==> src/rtl/count_disp_pkg.sv <==
// Shared types and constants for the BCD conversion / seven-segment display block.
package count_disp_pkg;

    typedef enum logic {
        IDLE = 1'b0,
        CONV = 1'b1
    } state_t;

    localparam int ITER_N = 10;

    // Active-low segment codes, bit order {g,f,e,d,c,b,a}.
    localparam logic [6:0] SEG_0     = 7'h40;
    localparam logic [6:0] SEG_1     = 7'h79;
    localparam logic [6:0] SEG_2     = 7'h24;
    localparam logic [6:0] SEG_3     = 7'h30;
    localparam logic [6:0] SEG_4     = 7'h19;
    localparam logic [6:0] SEG_5     = 7'h12;
    localparam logic [6:0] SEG_6     = 7'h02;
    localparam logic [6:0] SEG_7     = 7'h78;
    localparam logic [6:0] SEG_8     = 7'h00;
    localparam logic [6:0] SEG_9     = 7'h10;
    localparam logic [6:0] SEG_BLANK = 7'h7F;

    // Double-dabble correction: every nibble of 5 or more gets +3 before the shift.
    function automatic logic [15:0] add3_nibbles(input logic [15:0] s);
        logic [15:0] r;
        logic [3:0]  nib;
        r = s;
        for (int i = 0; i < 4; i++) begin
            nib = s[4*i +: 4];
            if (nib >= 4'd5) r[4*i +: 4] = nib + 4'd3;
        end
        return r;
    endfunction

endpackage

==> src/rtl/bcd_to_seg.sv <==
// Maps one BCD nibble to an active-low seven-segment code, with a blank override.
module bcd_to_seg
    import count_disp_pkg::*;
(
    input  logic [3:0] digit_i,
    input  logic       blank_i,
    output logic [6:0] seg_o
);

    always_comb begin
        // NOTE: seg_o gets a default on every path so no latch is inferred.
        seg_o = SEG_BLANK;
        if (!blank_i) begin
            case (digit_i)
                4'd0:    seg_o = SEG_0;
                4'd1:    seg_o = SEG_1;
                4'd2:    seg_o = SEG_2;
                4'd3:    seg_o = SEG_3;
                4'd4:    seg_o = SEG_4;
                4'd5:    seg_o = SEG_5;
                4'd6:    seg_o = SEG_6;
                4'd7:    seg_o = SEG_7;
                4'd8:    seg_o = SEG_8;
                4'd9:    seg_o = SEG_9;
                default: seg_o = SEG_BLANK;
            endcase
        end
    end

endmodule

==> src/rtl/count_bcd_display.sv <==
// Binary-to-BCD converter (iterative double-dabble) driving a multiplexed
// 4-digit active-low seven-segment display with leading-zero blanking.
module count_bcd_display
    import count_disp_pkg::*;
#(
    parameter int SCAN_DIV = 4
) (
    input  logic        clk,
    input  logic        rst,
    input  logic        in_valid,
    input  logic [9:0]  in_data,
    output logic        in_ready,
    output logic        done,
    output logic [15:0] bcd,
    output logic [3:0]  an,
    output logic [6:0]  seg
);

    localparam int DIV_W = (SCAN_DIV > 1) ? $clog2(SCAN_DIV) : 1;

    state_t             state_q, state_d;
    logic [3:0]         iter_q;
    logic [9:0]         shift_q;
    logic [15:0]        scratch_q;
    logic [15:0]        bcd_q;
    logic               done_q;
    logic [DIV_W-1:0]   div_q;
    logic [1:0]         idx_q;

    logic               accept;
    logic               last_iter;
    logic [25:0]        conv_next;

    assign accept    = in_valid && (state_q == IDLE);
    assign last_iter = (iter_q == 4'(ITER_N - 1));
    assign conv_next = {add3_nibbles(scratch_q), shift_q} << 1;

    // FSM: state register
    always_ff @(posedge clk) begin
        // NOTE: sequential state uses non-blocking assignments so all registers update together.
        if (!rst) state_q <= IDLE;
        else      state_q <= state_d;
    end

    // FSM: next state
    always_comb begin
        state_d = state_q;
        case (state_q)
            IDLE:    if (in_valid)  state_d = CONV;
            CONV:    if (last_iter) state_d = IDLE;
            default: state_d = IDLE;
        endcase
    end

    // FSM: outputs
    always_comb begin
        in_ready = rst && (state_q == IDLE);
    end

    always_ff @(posedge clk) begin
        if (!rst) begin
            iter_q    <= '0;
            shift_q   <= '0;
            scratch_q <= '0;
            bcd_q     <= '0;
            done_q    <= 1'b0;
        end else begin
            done_q <= 1'b0;
            if (accept) begin
                shift_q   <= in_data;
                scratch_q <= '0;
                iter_q    <= '0;
            end else if (state_q == CONV) begin
                {scratch_q, shift_q} <= conv_next;
                iter_q               <= iter_q + 4'd1;
                if (last_iter) begin
                    bcd_q  <= conv_next[25:10];
                    done_q <= 1'b1;
                end
            end
        end
    end

    // Free-running scan, independent of conversions.
    always_ff @(posedge clk) begin
        if (!rst) begin
            div_q <= '0;
            idx_q <= '0;
        end else if (div_q == DIV_W'(SCAN_DIV - 1)) begin
            div_q <= '0;
            idx_q <= idx_q + 2'd1;
        end else begin
            div_q <= div_q + 1'b1;
        end
    end

    logic [3:0] cur_digit;
    logic       cur_blank;
    logic       blank3, blank2, blank1;

    assign blank3 = (bcd_q[15:12] == 4'd0);
    assign blank2 = blank3 && (bcd_q[11:8] == 4'd0);
    assign blank1 = blank2 && (bcd_q[7:4] == 4'd0);

    always_comb begin
        cur_digit = bcd_q[4*idx_q +: 4];
        cur_blank = 1'b0;
        case (idx_q)
            2'd1:    cur_blank = blank1;
            2'd2:    cur_blank = blank2;
            2'd3:    cur_blank = blank3;
            default: cur_blank = 1'b0;
        endcase
    end

    bcd_to_seg u_bcd_to_seg (
        .digit_i (cur_digit),
        .blank_i (cur_blank),
        .seg_o   (seg)
    );

    assign an   = ~(4'b0001 << idx_q);
    assign bcd  = bcd_q;
    assign done = done_q;

endmodule
==> config.mk <==
export PLATFORM = sky130hd
export DESIGN_NAME = count_bcd_display
export DESIGN_NICKNAME = d
export VERILOG_FILES = /design/src/rtl/count_disp_pkg.sv /design/src/rtl/bcd_to_seg.sv /design/src/rtl/count_bcd_display.sv
export SDC_FILE = /design/constraint.sdc
export NUM_CORES = 1
export LEC_CHECK = 0
export BUFFER_PORTS_ARGS = -buffer_cell sky130_fd_sc_hd__buf_2
export CAP_MARGIN = 0
export CELL_PAD_IN_SITES_DETAIL_PLACEMENT = 0
export CELL_PAD_IN_SITES_GLOBAL_PLACEMENT = 2
export CORE_MARGIN = 2
export CORE_UTILIZATION = 34
export DETAILED_ROUTE_END_ITERATION = 8
export PLACE_DENSITY_LB_ADDON = 0.1
export SLEW_MARGIN = 20
export SYNTH_ARGS = -nofsm -noshare
export SYNTH_HDL_FRONTEND = slang
export SYNTH_SLANG_ARGS = --single-unit
==> constraint.sdc <==
create_clock -name clk -period 2.7 [get_ports clk]
set_input_delay 0.54 -clock clk [delete_from_list [all_inputs] [get_ports clk]]
set_output_delay 0.54 -clock clk [all_outputs]
set_load 0.01 [all_outputs]
Yosys cells after proc, flatten, opt, wreduce, memory -nomap -nowiden. Memory sizes are Yosys's and may differ from the RTL's. Cells that the tools add are included.

Add/sub/neg operators: 7. Order comparisons: 4. Eq/ne operators: 5. Shift operators: 2. Mux-type cells: 12. Bitwise gates (word level): 4. Reductions and logical operators: 12.

Operators with widths (count): two-way mux 10 bit (2); greater-or-equal comparator 4 x 3 -> 1 bit (second input constant) (4); variable part select 16 x 5 -> 4 bit (1); adder 4 x 2 -> 4 bit (second input constant) (3); zero test 4 bit (3); two-way mux 4 bit (3); two-way mux 7 bit (1); equality test 2 bit (second input constant) (3); adder 2 x 1 -> 2 bit (second input constant) (2); adder 4 x 1 -> 4 bit (second input constant) (1); equality test 4 bit (second input constant) (1); logical AND 1 bit (4); inverter 4 bit (1); OR reduction 2 bit (2); << shifter 1 x 2 -> 4 bit (first input constant) (1); adder 3 x 2 -> 3 bit (second input constant) (1); two-way mux 1 bit (3); two-way mux 3 bit (1); inverter 1 bit (3); case mux 1 bit (3 select lines) (1); AND reduction 3 bit (1); OR reduction 3 bit (1); equality test 2 x 1 -> 1 bit (second input constant) (1); case mux 1 bit (2 select lines) (1); nonzero test 2 bit (1).

Register bits: 52. Memory bits (read-only): 112. Bits of input ports: 13. Memories: 1.

Memories: (no name shown) (words 16, bits a word 7, read ports 1, clocked after memory_dff 0, wr ports 0, RTL line bcd_to_seg.sv:14) `case (digit_i)`.

Logic depth before layout (Yosys ltp). Gate-level depths: netlist of run 1.

Depth after elaboration: 5. Depth in mapped cells: 8. Mapped depth without buffers: 7.

Hierarchy. A second synthesis of run 1 with hierarchy kept.

Cell total of the unflattened synthesis: 327. Area total of the unflattened synthesis: 2832.7 µm².

By module, submodules not included: count_bcd_display (times used 1, cells each 292, area an instance 2580.0 µm², seq. area each 1041.0 µm²); bcd_to_seg (times used 1, cells each 35, area an instance 252.7 µm², seq. area each 0.0 µm²).

Least setup slack after synthesis of run 1. No wires, ideal clock.

Kind: reg2out. From: register idx_q[0]. To: output seg[3]. Data arrival time: 1808 ps. Data required time: 2160 ps. Path slack: 352 ps. Cell stages (with the launch flop): 8. Buffers on the path: 1. Cell sequence: dfxtp_1 -> buf_6 -> mux4_1 -> inv_1 -> ha_1 -> a21oi_1 -> nor2_1 -> o21ai_1.

Longest elaborated chain between the ends: 3. Elaborated cells on any way between the ends: 7.

RTL lines: start: declaration (RTL line count_bcd_display.sv:28) `logic [1:0] idx_q;`; start signal: assignment (RTL line count_bcd_display.sv:91) `idx_q <= idx_q + 2'd1;`; variable part select 16 x 5 -> 4 bit, or another cell as far along (RTL line count_bcd_display.sv:106) `cur_digit = bcd_q[4*idx_q +: 4];`; memory (16 x 7 bit) / case mux 1 bit (3 select lines) (equally long branches); two-way mux 7 bit (*) (RTL line bcd_to_seg.sv:13) `if (!blank_i) begin`; end: declaration (RTL line count_bcd_display.sv:16) `output logic [6:0] seg`.

Mark *: on every way between the ends. The rest lies on a longest branch, timed or not.

Final worst setup path of run 1. Same ends and word-level chain as after synthesis.

==> qor.yml, run 1 <==
status:
  status: "finished, final reports clean"
synthesis:
  synth_top_cell_by_area: "dfxtp_1"
  synth_top_area_share: 0.3708
  synthMostInstantiatedCell: "dfxtp_1"
  synth.avg_cell_area_um2: 8.586
  synth-edff-count: 0
  synthTopCellsByCount: "dfxtp_1, nand2_1, a21oi_1, nor2_1, mux2i_1"
  yosysWarnings: 0
  syn-num-nets: 361
  synthCells: 327
  ys_top_cells_by_area: "dfxtp_1, ha_1, mux2i_1, nand2_1, a21oi_1"
  ys.flop_type: "dfxtp_1"
  ys_seq_elements: 52
  syn_area_mm2: 0.002808
  ys_seq_area_frac: 0.3708
  synth_cell_types: 35
  async_reset_ff_frac: 0
floorplanning:
  core_mm2: 0.008093
  num_rows: 33
  fp.dieH_um: 94.88
  dieArea_mm2: 0.009001
  start_util: 0.3469
  io_pins: 42
  die_w_um: 94.88
power_and_ir_drop:
  swShare: 0.2672
  combPwrFrac: 0.093
  p_int_mw: 1.041
  ir_drop_uv: 214.9
  static-leakage-power_nw: 1.401
  seqPwrFrac: 0.570
  powerDensity_mw_per_mm2: 440.4
  clockPowerShare: 0.337
  switchingPower_mw: 0.3798
sta:
  rsz0062_at_grt: "no"
  worstMarginPinSlew_ps: 465.7
  period_share: 0.9502
  finalClockSkew_ps: 15.66
  holdWs_ps: 454.6
  worst_slack_ps: 134.4
  fmax_mhz: 389.8
  setup_viol: 0
  period_minus_slack_ps: 2566
  report.final.slew_viol_count: 0
  hold_violations: 0
  slew_headroom: 0.6896
  fin_tns_setup_ps: 0
placed_design:
  place_inst: 464
  place.gp.congestion: 0.8033
  io_buffers: 41
  dp_hpwl_um: 4728
  dp_slack_ps: 298.3
drt:
  wl_per_cell_um: 13.92
  num_vias: 2260
  vias_per_cell: 4.778
  detail_route.drc_violations: 0
  drt_iter0_drc: 65
  dr.pass1.iters: 4
  drtAntennaViolNets: 0
  postRouteWirelength_um: 6582
worst_setup_path:
  worstSetupEndpointType: "output port"
  critPathLaunch: "idx_q[0]"
  criticalPathCategory: "flip-flop to output port"
  cp.arrival_ps: 2030
  r2r-start: "scratch_q[8]"
  worstPathMaxFanout: 4
  required_ps: 2160
  start_kind: "flip-flop"
cts:
  h-tree-depth: 2
  root_buffer: "clkbuf_8"
  cts_buffer_depth: 2
  cts_tree: "done"
  clk_pin_slew_ps: 110
  ctsHoldBuffers: 0
  clock_sinks: 52
  clk_latency_ps: 310
  cts_buffers: 5
cells_and_area:
  finalNonFillerCells: 473
  antennaDiodeCount: 0
  layout.nets: 401
  area_growth_pct: 14.93
  drive_above_1_share: 0.1848
  final_util: 0.3987
grt:
  grt_max_degree: 27
  grt_pass1_vias: 2159
  grt_antenna_before_repair: 0
  grt-ovfl-total: 0
  track_usage: 0.1541
  grt_pass1_wl_um: 10760
worst_hold_path:
  min_from: "div_q[0]"
  holdCritPathClass: "flip-flop to flip-flop"
job:
  drv_cap: 0
## layout make-up
type,instances,area [µm²]
Clock inverter,3,27.53
Timing Repair Buffer,49,265.3
Clock buffer,5,68.82
Inverter,20,76.32
Sequential cell,52,1044
Tap cell,105,131.4
Fill cell,881,4866
Multi-Input combinational cell,239,1614
## metrics by stage
step | total power, mW | area (µm²)
floorplan | 0.9218 | 2808
global placement | 0.9597 | 3126
detailed placement | 0.9615 | 3126
CTS | 1.448 | 3226
global route | 1.495 | 3227
finish | 1.421 | 3227
## path summary, 6_finish.rpt
| kind | to | slack, ps | cells past startpoint |
|---|---|---|---|
| worst max-delay path | seg[3] | 130 | 7 |
| worst min-delay path | div_q[0] | 450 | 1 |
| worst max register to register | bcd[10] | 1070 | 7 |
| worst min register to register | div_q[0] | 450 | 1 |
## layout by cell type (no fill, tap or decap), drive strengths merged
| master | n |
|---|---|
| clkinv | 2 |
| xor2 | 3 |
| mux4 | 4 |
| xnor2 | 5 |
| clkbuf | 5 |
| nor3b | 4 |
| nor2 | 27 |
| nand2b | 5 |
| a211oi | 4 |
| nand3 | 6 |
| inv | 20 |
| nor2b | 3 |
| o21ai | 30 |
| mux2i | 26 |
| ha | 21 |
| a21oi | 27 |
| buf | 49 |
| and2 | 11 |
| mux2 | 1 |
| and3b | 1 |
| nand2 | 42 |
| and4b | 1 |
| o211a | 3 |
| nand4b | 1 |
| or4 | 1 |
| dfxtp | 52 |
| nor4 | 1 |
| clkinvlp | 1 |
| nand4 | 1 |
| a21boi | 9 |
| nor3 | 2 |
## routing by layer
metal,track usage,wire [µm],vias to the layer above
met4,0.04106,85,0
li1,-,-,1193
met1,0.2068,3303,1028
met2,0.2518,2949,31
met5,0,0,-
met3,0.03192,244,8
## repair_timing
item / 4_1_cts / 5_1_grt
gates cloned: 0 / 0
gates resized for setup: 1 / 3
endpoints found under the hold margin: 0 / 0
setup buffers: 1 / 0
endpoints found under the setup margin: 1 / 3
## kinds of logic (layout without fill, tap and decap cells)
family | Yosys count | in the layout | synth area share
buffers and inverters | 36 | 77 | 0.05303
muxes | 31 | 31 | 0.1301
AOI/OAI and AO/OA | 73 | 73 | 0.1471
adders and majority gates | 21 | 21 | 0.09358
and+or+nand+nor | 106 | 106 | 0.1805
xor gates and xnor gates | 8 | 8 | 0.02496
DFF | 52 | 52 | 0.3708
## state kept, by name (all words and copies together) (netlist names)
| signal | cells |
|---|---|
| shift_q | 10 |
| iter_q | 4 |
| bcd | 16 |
| idx_q | 2 |
| scratch_q | 16 |
| div_q | 2 |
| state_q | 1 |
| done | 1 |
## power groups by stage
stage                     combinational, mW  sequential (mW)  clock [mW]
after CTS                             0.135            0.810       0.503
after detailed placement              0.134            0.827           0
final                                 0.132            0.810       0.479
after floorplan                       0.105            0.817           0
after global routing                  0.153            0.814       0.528
after global placement                0.133            0.827           0
## critical path, cell delays in order (launching register included)
cell	delay, ps
dfxtp_2	370
mux4_2	570
inv_2	100
ha_1	240
a21oi_1	140
nor2_1	50
o21ai_1	110
buf_2	140
No activity file was read; power rests on OpenSTA's default activity.
==> run 2, diff against run 1 <==
--- a/config.mk
+++ b/config.mk
@@ -10,10 +10,11 @@
 export CELL_PAD_IN_SITES_DETAIL_PLACEMENT = 0
 export CELL_PAD_IN_SITES_GLOBAL_PLACEMENT = 2
 export CORE_MARGIN = 2
-export CORE_UTILIZATION = 34
+export CORE_UTILIZATION = 35
+export CTS_BUF_LIST = sky130_fd_sc_hd__clkbuf_4
 export DETAILED_ROUTE_END_ITERATION = 8
 export PLACE_DENSITY_LB_ADDON = 0.1
-export SLEW_MARGIN = 20
 export SYNTH_ARGS = -nofsm -noshare
 export SYNTH_HDL_FRONTEND = slang
 export SYNTH_SLANG_ARGS = --single-unit
+export TNS_END_PERCENT = 100
==> run 2 against run 1 <==
  * Utilization is 1.8 points higher
  * Register-to-register slack hardly changed
  * Critical path depth stayed put
  * Largest power group unchanged
  * Clock-buffer cell count stayed put
  * Total power is 6.8% lower
  * Worst setup slack worse by 66 ps
  * Largest cell class unchanged
==> qor.yml, run 2 (synthesized netlist as in run 1, its figures left out) <==
grt:
  top_usage_layer: "met2"
  grt_pass1_vias: 2039
  met1_usage: 0.2130
  gr-usage-met2: 0.2326
  grt-ovfl-total: 0
  grt_pass1_wl_um: 10400
  met3_usage: 0.02981
  track_usage: 0.1495
  grt_antenna_before_repair: 0
  grt_max_degree: 31
worst_setup_path:
  r2r_slack_ps: 1070
  crit_chain: "mux4_2 > inv_2 > ha_1 > a21oi_1 > nor2_1 > o21ai_1 > buf_2"
  crit_family: "multiplexers"
  start_kind: "flip-flop"
  reg2regPathDepth: 7
  cp.arrival_ps: 2090
  crit_buf_inv: 2
  worstSetupEndpointType: "output port"
  r2r-end: "bcd[6]"
  worstPathMaxFanout: 4
  critical_path.slowest_cell: "mux4_2"
  required_ps: 2160
  r2r-start: "scratch_q[4]"
  criticalPathCategory: "flip-flop to output port"
  cpPeakStageDelay_ps: 560
status:
  status: "finished, final reports clean"
sta:
  finalClockSkew_ps: 14.37
  period_minus_slack_ps: 2632
  rsz0062_at_grt: "yes"
  fmax_mhz: 380.0
  slew_headroom: 0.6231
  period_share: 0.9747
  worst_slack_ps: 68.27
  holdWs_ps: 408.4
  report.final.slew_viol_count: 0
  setup_viol: 0
  worstMarginPinSlew_ps: 564.5
  hold_violations: 0
cells_and_area:
  area_growth_pct: 15.29
  layout_common_cells: "dfxtp_1, nand2_1, buf_2"
  final_common_cell: "dfxtp_1"
  design_area_mm2: 0.003237
  layout.nets: 403
  drive_above_1_share: 0.1892
  finalNonFillerCells: 472
  antennaDiodeCount: 0
cts:
  clock_sinks: 52
  cts_buffers: 5
  cts_buffer_depth: 2
  cts_tree: "done"
  clk_pin_slew_ps: 170
  root_buffer: "clkbuf_4"
  clk_latency_ps: 380
  h-tree-depth: 2
worst_hold_path:
  hold_end: "shift_q[0]"
  min_path_cells: 3
  min_from: "in_data[0]"
  holdCritPathClass: "primary input to flip-flop"
placed_design:
  place.gp.congestion: 0.7658
  place_inst: 462
  dp_slack_ps: 327.4
  io_buffers: 41
  postPlaceCellArea_mm2: 0.003128
  dp_hpwl_um: 4450
drt:
  drt_iter0_drc: 109
  num_vias: 2245
  vias_per_cell: 4.756
  drtAntennaViolNets: 0
  wl_per_cell_um: 13.61
  dr.pass1.iters: 4
  detail_route.drc_violations: 0
  postRouteWirelength_um: 6426
power_and_ir_drop:
  seqPwrFrac: 0.610
  powerDensity_mw_per_mm2: 409.1
  swShare: 0.2725
  combPwrFrac: 0.103
  switchingPower_mw: 0.3609
  static-leakage-power_nw: 1.406
  clockPowerShare: 0.287
  p_int_mw: 0.9635
  ir_drop_uv: 182.8
floorplanning:
  num_rows: 32
  die_w_um: 93.57
  io_pins: 42
  dieArea_mm2: 0.008754
  start_util: 0.3615
  fp.dieH_um: 93.57
  core_mm2: 0.007767
job:
  drv_cap: 0
run 2: layout make-up:
type                       instances  area (µm²)
tap                              102       127.6
inverter                          20       76.32
timing repair buffer              50       276.5
multi-input combinational        240        1647
sequential                        52        1045
clock buffer                       5       37.54
fill                             814        4531
clock inverter                     3       27.53
run 2: worst min-delay path: stages:
cell	delay (ps)
buf_2	70
mux2i_1	60
nor2b_1	90
run 2: stage by stage:
stage                     power [mW]    util  setup TNS [ps]
after floorplan               0.9218       -               0
after global placement        0.9587  0.4027               0
after detailed placement      0.9610  0.4027               0
after CTS                      1.350  0.4117               0
after global routing           1.402  0.4167          -56.39
final                          1.324  0.4167               0
run 2: worst max-delay path by stage:
| stage | slack (ps) | from | endpoint | cells after the start |
|---|---|---|---|---|
| 2_1_floorplan | 350 | idx_q[0] | seg[3] | 7 |
| 3_3_place_gp | 350 | idx_q[0] | seg[3] | 7 |
| 3_5_place_dp | 330 | idx_q[0] | seg[3] | 7 |
| 4_1_cts | 20 | idx_q[0] | seg[3] | 7 |
| 5_1_grt | -30 | idx_q[0] | seg[1] | 6 |
| 6_report | 70 | idx_q[0] | seg[3] | 7 |
run 2: metal layers:
metal	vias to the layer above	share of wire
li1	1193	-
met1	1014	0.52
met2	32	0.43
met3	6	0.039
met4	0	0.010
met5	-	0
run 2: repair_timing:
action	CTS	global route
cloned	0	1
resized for setup	2	6
hold buffers	0	0
setup buffers	1	0
setup endpoints to repair	5	6
run 2: power by group through the flow:
stage / Clock, mW / Sequential (mW) / Combinational, mW
2_1_floorplan: 0 / 0.817 / 0.105
3_3_place_gp: 0 / 0.824 / 0.135
3_5_place_dp: 0 / 0.825 / 0.136
4_1_cts: 0.404 / 0.809 / 0.137
5_1_grt: 0.432 / 0.812 / 0.157
6_report: 0.380 / 0.808 / 0.137
